`src/rtl/keypad_operand_loader_if.sv`:
```
// Operand handshake bundle between the keypad operand loader and the FP adder.
// The master (loader) presents op_a/op_b with op_valid.
// The slave (adder) accepts the pair with op_ready.
`timescale 1ns/1ps
interface keypad_operand_loader_if;
  logic        op_valid;
  logic        op_ready;
  logic [15:0] op_a;
  logic [15:0] op_b;

  modport master (output op_valid, output op_a, output op_b, input op_ready);
  modport slave  (input op_valid, input op_a, input op_b, output op_ready);
endinterface

```
`src/rtl/keypad_operand_loader.sv`:
```
// keypad_operand_loader: turns keypad scanner events into a pair of
// half-precision operands and hands them to the FP adder over a
// valid/ready handshake.
//
// Keys: hex digits, '*' (shift, or clear when pressed twice) and '#' (enter).
// The first accepted enter loads op_a, the second loads op_b, and then the
// pair is presented until it is accepted.
//
// Optional build macro KLOAD_SPECIAL_FILTER_EN: when defined, an entry whose
// exponent field is all ones (Inf/NaN) is rejected on enter.
`timescale 1ns/1ps
module keypad_operand_loader #(
  parameter int DIGITS = 4
) (
  input  logic                           clk,
  input  logic                           reset,
  input  logic                           new_key,
  input  logic [3:0]                     new_key_char,
  keypad_operand_loader_if.master        op_if,
  output logic [15:0]                    entry,
  output logic [2:0]                     digit_cnt,
  output logic [1:0]                     phase,
  output logic                           shift_active,
  output logic                           err
);

  localparam int DATA_W = 4 * DIGITS;
  localparam logic [2:0] MAX_CNT = 3'(DIGITS);
`ifdef KLOAD_SPECIAL_FILTER_EN
  localparam bit FILTER_EN = 1'b1;
`else
  localparam bit FILTER_EN = 1'b0;
`endif

  typedef enum logic [1:0] {
    ENTER_A = 2'd0,
    ENTER_B = 2'd1,
    PRESENT = 2'd2
  } state_t;

  typedef struct packed {
    logic       is_digit;
    logic       is_shift;
    logic       is_enter;
    logic [3:0] nib;
  } key_t;

  // Keypad matrix index to key meaning.
  function automatic key_t decode_key(input logic [3:0] idx);
    key_t k;
    k = '0;
    k.is_digit = 1'b1;
    case (idx)
      4'd0:  k.nib = 4'h1;
      4'd1:  k.nib = 4'h2;
      4'd2:  k.nib = 4'h3;
      4'd3:  k.nib = 4'hA;
      4'd4:  k.nib = 4'h4;
      4'd5:  k.nib = 4'h5;
      4'd6:  k.nib = 4'h6;
      4'd7:  k.nib = 4'hB;
      4'd8:  k.nib = 4'h7;
      4'd9:  k.nib = 4'h8;
      4'd10: k.nib = 4'h9;
      4'd11: k.nib = 4'hC;
      4'd12: begin k.is_digit = 1'b0; k.is_shift = 1'b1; end
      4'd13: k.nib = 4'h0;
      4'd14: begin k.is_digit = 1'b0; k.is_enter = 1'b1; end
      4'd15: k.nib = 4'hD;
      default: k.nib = 4'h0;
    endcase
    return k;
  endfunction

  // Shifted digit meaning: A becomes E, B becomes F, others unchanged.
  function automatic logic [3:0] shifted_nib(input logic [3:0] nib);
    logic [3:0] r;
    r = nib;
    if (nib == 4'hA) r = 4'hE;
    if (nib == 4'hB) r = 4'hF;
    return r;
  endfunction

  // Inf/NaN patterns are refused only when the filter is built in.
  function automatic logic is_special(input logic [DATA_W-1:0] v);
    return FILTER_EN && (v[14:10] == 5'b11111);
  endfunction

  state_t              state_q, state_d;
  logic                new_key_d_q;
  logic [DATA_W-1:0]   entry_q, entry_d;
  logic [2:0]          cnt_q, cnt_d;
  logic                shift_q, shift_d;
  logic                err_q, err_d;
  logic [DATA_W-1:0]   op_a_q, op_a_d;
  logic [DATA_W-1:0]   op_b_q, op_b_d;
  logic                op_valid_q, op_valid_d;
  logic                key_ev;
  key_t                key_w;
  logic [3:0]          nib_w;

  // One event per press: rising edge of the scanner flag.
  assign key_ev = new_key & ~new_key_d_q;

  // FSM state register.
  always_ff @(posedge clk) begin
    if (reset) state_q <= ENTER_A;
    else       state_q <= state_d;
  end

  // Next-state, entry editing and operand capture.
  always_comb begin
    state_d  = state_q;
    entry_d  = entry_q;
    cnt_d    = cnt_q;
    shift_d  = shift_q;
    err_d    = 1'b0;
    op_a_d   = op_a_q;
    op_b_d   = op_b_q;
    key_w    = decode_key(new_key_char);
    nib_w    = shift_q ? shifted_nib(key_w.nib) : key_w.nib;

    case (state_q)
      PRESENT: begin
        // Keys are ignored while the pair waits for the adder.
        if (op_if.op_ready) state_d = ENTER_A;
      end
      ENTER_A, ENTER_B: begin
        if (key_ev) begin
          if (key_w.is_shift) begin
            if (shift_q) begin
              entry_d = '0;
              cnt_d   = '0;
            end
            shift_d = ~shift_q;
          end else if (key_w.is_enter) begin
            shift_d = 1'b0;
            if (cnt_q == 3'd0) begin
              err_d = 1'b1;
            end else begin
              entry_d = '0;
              cnt_d   = '0;
              if (is_special(entry_q)) begin
                err_d = 1'b1;
              end else if (state_q == ENTER_A) begin
                op_a_d  = entry_q;
                state_d = ENTER_B;
              end else begin
                op_b_d  = entry_q;
                state_d = PRESENT;
              end
            end
          end else begin
            shift_d = 1'b0;
            if (cnt_q < MAX_CNT) begin
              entry_d = {entry_q[DATA_W-5:0], nib_w};
              cnt_d   = cnt_q + 3'd1;
            end else begin
              err_d = 1'b1;
            end
          end
        end
      end
      default: state_d = ENTER_A;
    endcase

    op_valid_d = (state_d == PRESENT);
  end

  // Datapath and status registers; everything returns to zero on reset.
  always_ff @(posedge clk) begin
    if (reset) begin
      new_key_d_q <= 1'b0;
      entry_q     <= '0;
      cnt_q       <= '0;
      shift_q     <= 1'b0;
      err_q       <= 1'b0;
      op_a_q      <= '0;
      op_b_q      <= '0;
      op_valid_q  <= 1'b0;
    end else begin
      new_key_d_q <= new_key;
      entry_q     <= entry_d;
      cnt_q       <= cnt_d;
      shift_q     <= shift_d;
      err_q       <= err_d;
      op_a_q      <= op_a_d;
      op_b_q      <= op_b_d;
      op_valid_q  <= op_valid_d;
    end
  end

  assign op_if.op_valid = op_valid_q;
  assign op_if.op_a     = op_a_q;
  assign op_if.op_b     = op_b_q;
  assign entry          = entry_q;
  assign digit_cnt      = cnt_q;
  assign phase          = state_q;
  assign shift_active   = shift_q;
  assign err            = err_q;

endmodule

```
`src/flat_wrapper.sv`:
```
// flat-port wrapper written by rule: the top's interface ports become plain ports
module keypad_operand_loader_flat 
#(
  parameter int DIGITS = 4
)
  (clk, reset, new_key, new_key_char, entry, digit_cnt, phase, shift_active, err, op_if_op_valid, op_if_op_a, op_if_op_b, op_if_op_ready);
  keypad_operand_loader_if op_if_i ();
  input  logic clk;
  input  logic reset;
  input  logic new_key;
  input  logic [3:0] new_key_char;
  output logic [15:0] entry;
  output logic [2:0] digit_cnt;
  output logic [1:0] phase;
  output logic shift_active;
  output logic err;
  output wire logic [$bits(op_if_i.op_valid)-1:0] op_if_op_valid;
  output wire logic [$bits(op_if_i.op_a)-1:0] op_if_op_a;
  output wire logic [$bits(op_if_i.op_b)-1:0] op_if_op_b;
  input wire logic [$bits(op_if_i.op_ready)-1:0] op_if_op_ready;
  assign op_if_op_valid = op_if_i.op_valid;
  assign op_if_op_a = op_if_i.op_a;
  assign op_if_op_b = op_if_i.op_b;
  assign op_if_i.op_ready = op_if_op_ready;
  keypad_operand_loader #(.DIGITS(DIGITS)) u_core (.clk(clk), .reset(reset), .new_key(new_key), .new_key_char(new_key_char), .op_if(op_if_i), .entry(entry), .digit_cnt(digit_cnt), .phase(phase), .shift_active(shift_active), .err(err));
endmodule
```
`config.mk`:
```
export PLATFORM = sky130hd
export DESIGN_NAME = keypad_operand_loader_flat
export DESIGN_NICKNAME = d
export VERILOG_FILES = /design/src/rtl/keypad_operand_loader_if.sv /design/src/rtl/keypad_operand_loader.sv /design/src/flat_wrapper.sv
export SDC_FILE = /design/constraint.sdc
export NUM_CORES = 1
export LEC_CHECK = 0
export CORE_MARGIN = 2
export CORE_UTILIZATION = 50
export CTS_BUF_LIST = sky130_fd_sc_hd__clkbuf_16
export CTS_CLUSTER_DIAMETER = 150
export DETAILED_ROUTE_END_ITERATION = 10
export HOLD_SLACK_MARGIN = 0.15
export PLACE_DENSITY = 0.84
export SETUP_SLACK_MARGIN = 0.02
export SYNTH_ARGS = -nofsm -noshare
export SYNTH_HDL_FRONTEND = slang
export SYNTH_SLANG_ARGS = --single-unit
```
`constraint.sdc`:
```
create_clock -name clk -period 4.5 [get_ports clk]
set_input_delay 0.9 -clock clk [delete_from_list [all_inputs] [get_ports clk]]
set_output_delay 0.9 -clock clk [all_outputs]
set_load 0.03 [all_outputs]
```
==> impl_metrics.csv <==
group,metric,value,unit
power,intPower,0.00102,W
critical_path,crit_fanout,17,
timing,tightest_slew,1230,ps
clock_network,worst_skew_pair.late_latency,320,ps
die,dieWidth,70.1,um
clock_network,post_cts_buffers,0,
clock_network,clkSinkCount,57,
power,switching_share,0.204,
hold_path,min_path_cells,2,
clock_network,cts_root_buffer,"clkbuf_16",
critical_path,slowest_stage,"or4b_1",
logic_synthesis,synth-seq-cells,57,
die,die_area,4910,um2
power,ir_drop,0.000251,V
route,vias,1706,
power,clock_power_share,0.531,
logic_synthesis,synth_top_area_frac,0.523,
grt,antenna_found_initial,0,
power,design_power_total,0.00128,W
place,hpwlAfterDp,3.08,mm
power,power_frac_comb,0.060,
logic_synthesis,synth.area.top_cells,"dfxtp_1 52%, mux2i_1 14%, a22o_1 6.0%",
timing,rsz0062_at_grt,"no",
timing,finalSetupTns,0,ps
die,pin_count,64,
place,pre_cts_ws,1120,ps
finish,multiInputGateArea,932,um2
timing,setup_slack,1450,ps
finish,nFillCells,331,
grt,grt_pass1_wl,7.93,mm
route,drt_wl_total,4.65,mm
critical_path,crit_chain,"clkdlybuf4s50_1 > or3b_1 > or4b_1 > mux2i_1 > nor2_1",
route,final_antenna_net_count,0,
power,seqPwrFrac,0.408,
timing,slew_viol_final,0,
place,placed_area,2810,um2
hold_path,holdCritPathClass,"flop to flop",
die,row_count,24,
timing,hold_viol,0,
power,power.density,410,nW/um2
clock_network,clk_pin_slew,50,ps
finish,fin_util,0.729,
route,dr.pass1.iters,4,
finish,drive_above_1_share,0.0623,
clock_network,clockBufferDepth,2,
timing,slew_headroom,0.177,
status,status,"finished clean",
clock_network,hold_buffers,0,
critical_path,path_delay_family,"simple AND/OR/NAND/NOR gates",
critical_path,path_depth,5,
critical_path,arrival,3240,ps
logic_synthesis,synth_cell_types,37,
finish,regArea,1140,um2
critical_path,crit_required,4690,ps
timing,skew,7.03,ps
finish,stdcell_area,3110,um2
die,fp.dieH,70.1,um
power,p_leak,1.37,nW
route,drc_errors,0,
critical_path,path_class,"input port to flop",
grt,grt_start_max_net_pins,45,
logic_synthesis,netlist_area,2180,um2
logic_synthesis,netlist_instances,209,
critical_path,crit_path_max_incr_delay,970,ps
finish,areaGrowthSynthToFinish,42.4,%
logic_synthesis,ys_top_cells_by_count,"57 x dfxtp_1, 35 x nor2_1, 30 x mux2i_1",
logic_synthesis,ys_warn_count,0,
logic_synthesis,syn_nets,219,
logic_synthesis,async_flop_share,0,
clock_network,cts_buffers,9,
grt,grt_overflow,0,
clock_network,post_cts_resize_count,0,
critical_path,r2r_cells,4,
power,switchingPower,0.000260,W
grt,track_usage,0.208,
logic_synthesis,avgSynthCellArea,10.4,um2
route,drt_iter0_drc,67,
timing,fmax,0.328,GHz
critical_path,start_kind,"input port",
critical_path,end_kind,"flop",
logic_synthesis,yosysSeqAreaShare,0.523,
logic_synthesis,synth_most_common_cell,"dfxtp_1",
clock_network,ctsHtreeMaxLevel,3,
timing,finalCritPeriodShare,0.678,
place,port_buffers,63,
timing,period_needed,3050,ps
place,gp_congestion,0.750,
route,wire_per_inst,14.3,um
finish,n_antenna_cell,0,
logic_synthesis,yosysTopAreaCell,"dfxtp_1",
route,viasPerCell,5.25,
critical_path,cp_num_buf_inv,1,
die,initial_utilization,0.512,
logic_synthesis,synth_edf_count,0,
clock_network,tritoncts,"yes",
job,cap_violations,0,
finish,finalNetCount,280,
grt,grt_pass1_vias,1697,
timing,setup_viol,0,
die,core_area,4260,um2
logic_synthesis,ys.flop_type,"dfxtp_1",
[worst paths after layout]
path / startpoint / slack (ps) / to
max: new_key / 1450 / u_core.op_if.op_a[9]
min: u_core.op_if.op_b[14] / 490 / u_core.op_if.op_b[14]
max reg2reg: u_core.phase[1] / 2140 / u_core.op_if.op_a[9]
min reg2reg: u_core.op_if.op_b[14] / 490 / u_core.op_if.op_b[14]
[per-layer routing]
layer / vias up / global-route usage / routed length (um)
met5: - / 0 / 0
met4: 0 / 0.105 / 71
met3: 7 / 0.0794 / 288
met2: 54 / 0.321 / 2220
met1: 790 / 0.252 / 2080
li1: 855 / - / -
[power groups by stage]
stage          sequential [W]  combinational (W)  clock (W)
3_3_place_gp         0.000530          0.0000741          0
4_1_cts              0.000521          0.0000773   0.000691
2_1_floorplan        0.000541          0.0000374          0
6_report             0.000521          0.0000767   0.000678
3_5_place_dp         0.000530          0.0000755          0
5_1_grt              0.000521          0.0000835   0.000711
[area by class of cell]
class,count,area share
sequential,57,0.367
multi-input combinational,130,0.300
timing repair buffer,65,0.208
clock buffer,9,0.0725
clock inverter,5,0.0233
tap,52,0.0209
inverter,7,0.00845
[worst min-delay path, delay by kind of cell, from the launching register on]
| kind | cells | cell delay [ps] |
|---|---|---|
| DFF | 1 | 320 |
| muxes | 1 | 70 |
| and+or+nand+nor | 1 | 70 |
[sequential cells by signal (all words and copies together), names as in the netlist]
name                   cells
u_core.entry              16
u_core.op_if.op_a         16
u_core.op_if.op_b         16
u_core.digit_cnt           3
u_core.phase               2
u_core.err                 1
u_core.new_key_d_q         1
u_core.op_if.op_valid      1
u_core.shift_active        1
[layout by cell type (no fill, tap or decap), types with 3 or more instances in the layout]
cell type and n:
a21oi_1 7, a22o_1 15, clkbuf_16 9, clkdlybuf4s50_1 63, dfxtp_1 57, inv_1 7, mux2i_1 30, nand3b_1 3
nor2_1 35, nor2b_1 3, o21ai_0 6
[through the flow]
| step | hold WS (ps) | std cells |
|---|---|---|
| global placement | 471 | 311 |
| global route | 516 | 325 |
| finish | 493 | 325 |
| floorplan | 556 | 209 |
| detailed placement | 485 | 311 |
| CTS | 496 | 325 |
[kinds of logic (layout without fill, tap and decap cells)]
logic type | count (synthesis) | after routing | synth area share
buf+inv | 22 | 86 | 0.0528
simple gates | 59 | 59 | 0.143
fa+ha+maj | 3 | 3 | 0.0161
mux | 31 | 31 | 0.143
xor+xnor | 1 | 1 | 0.00401
compound gates | 36 | 36 | 0.119
flops | 57 | 57 | 0.523
Power figures use the tool's default switching activity.
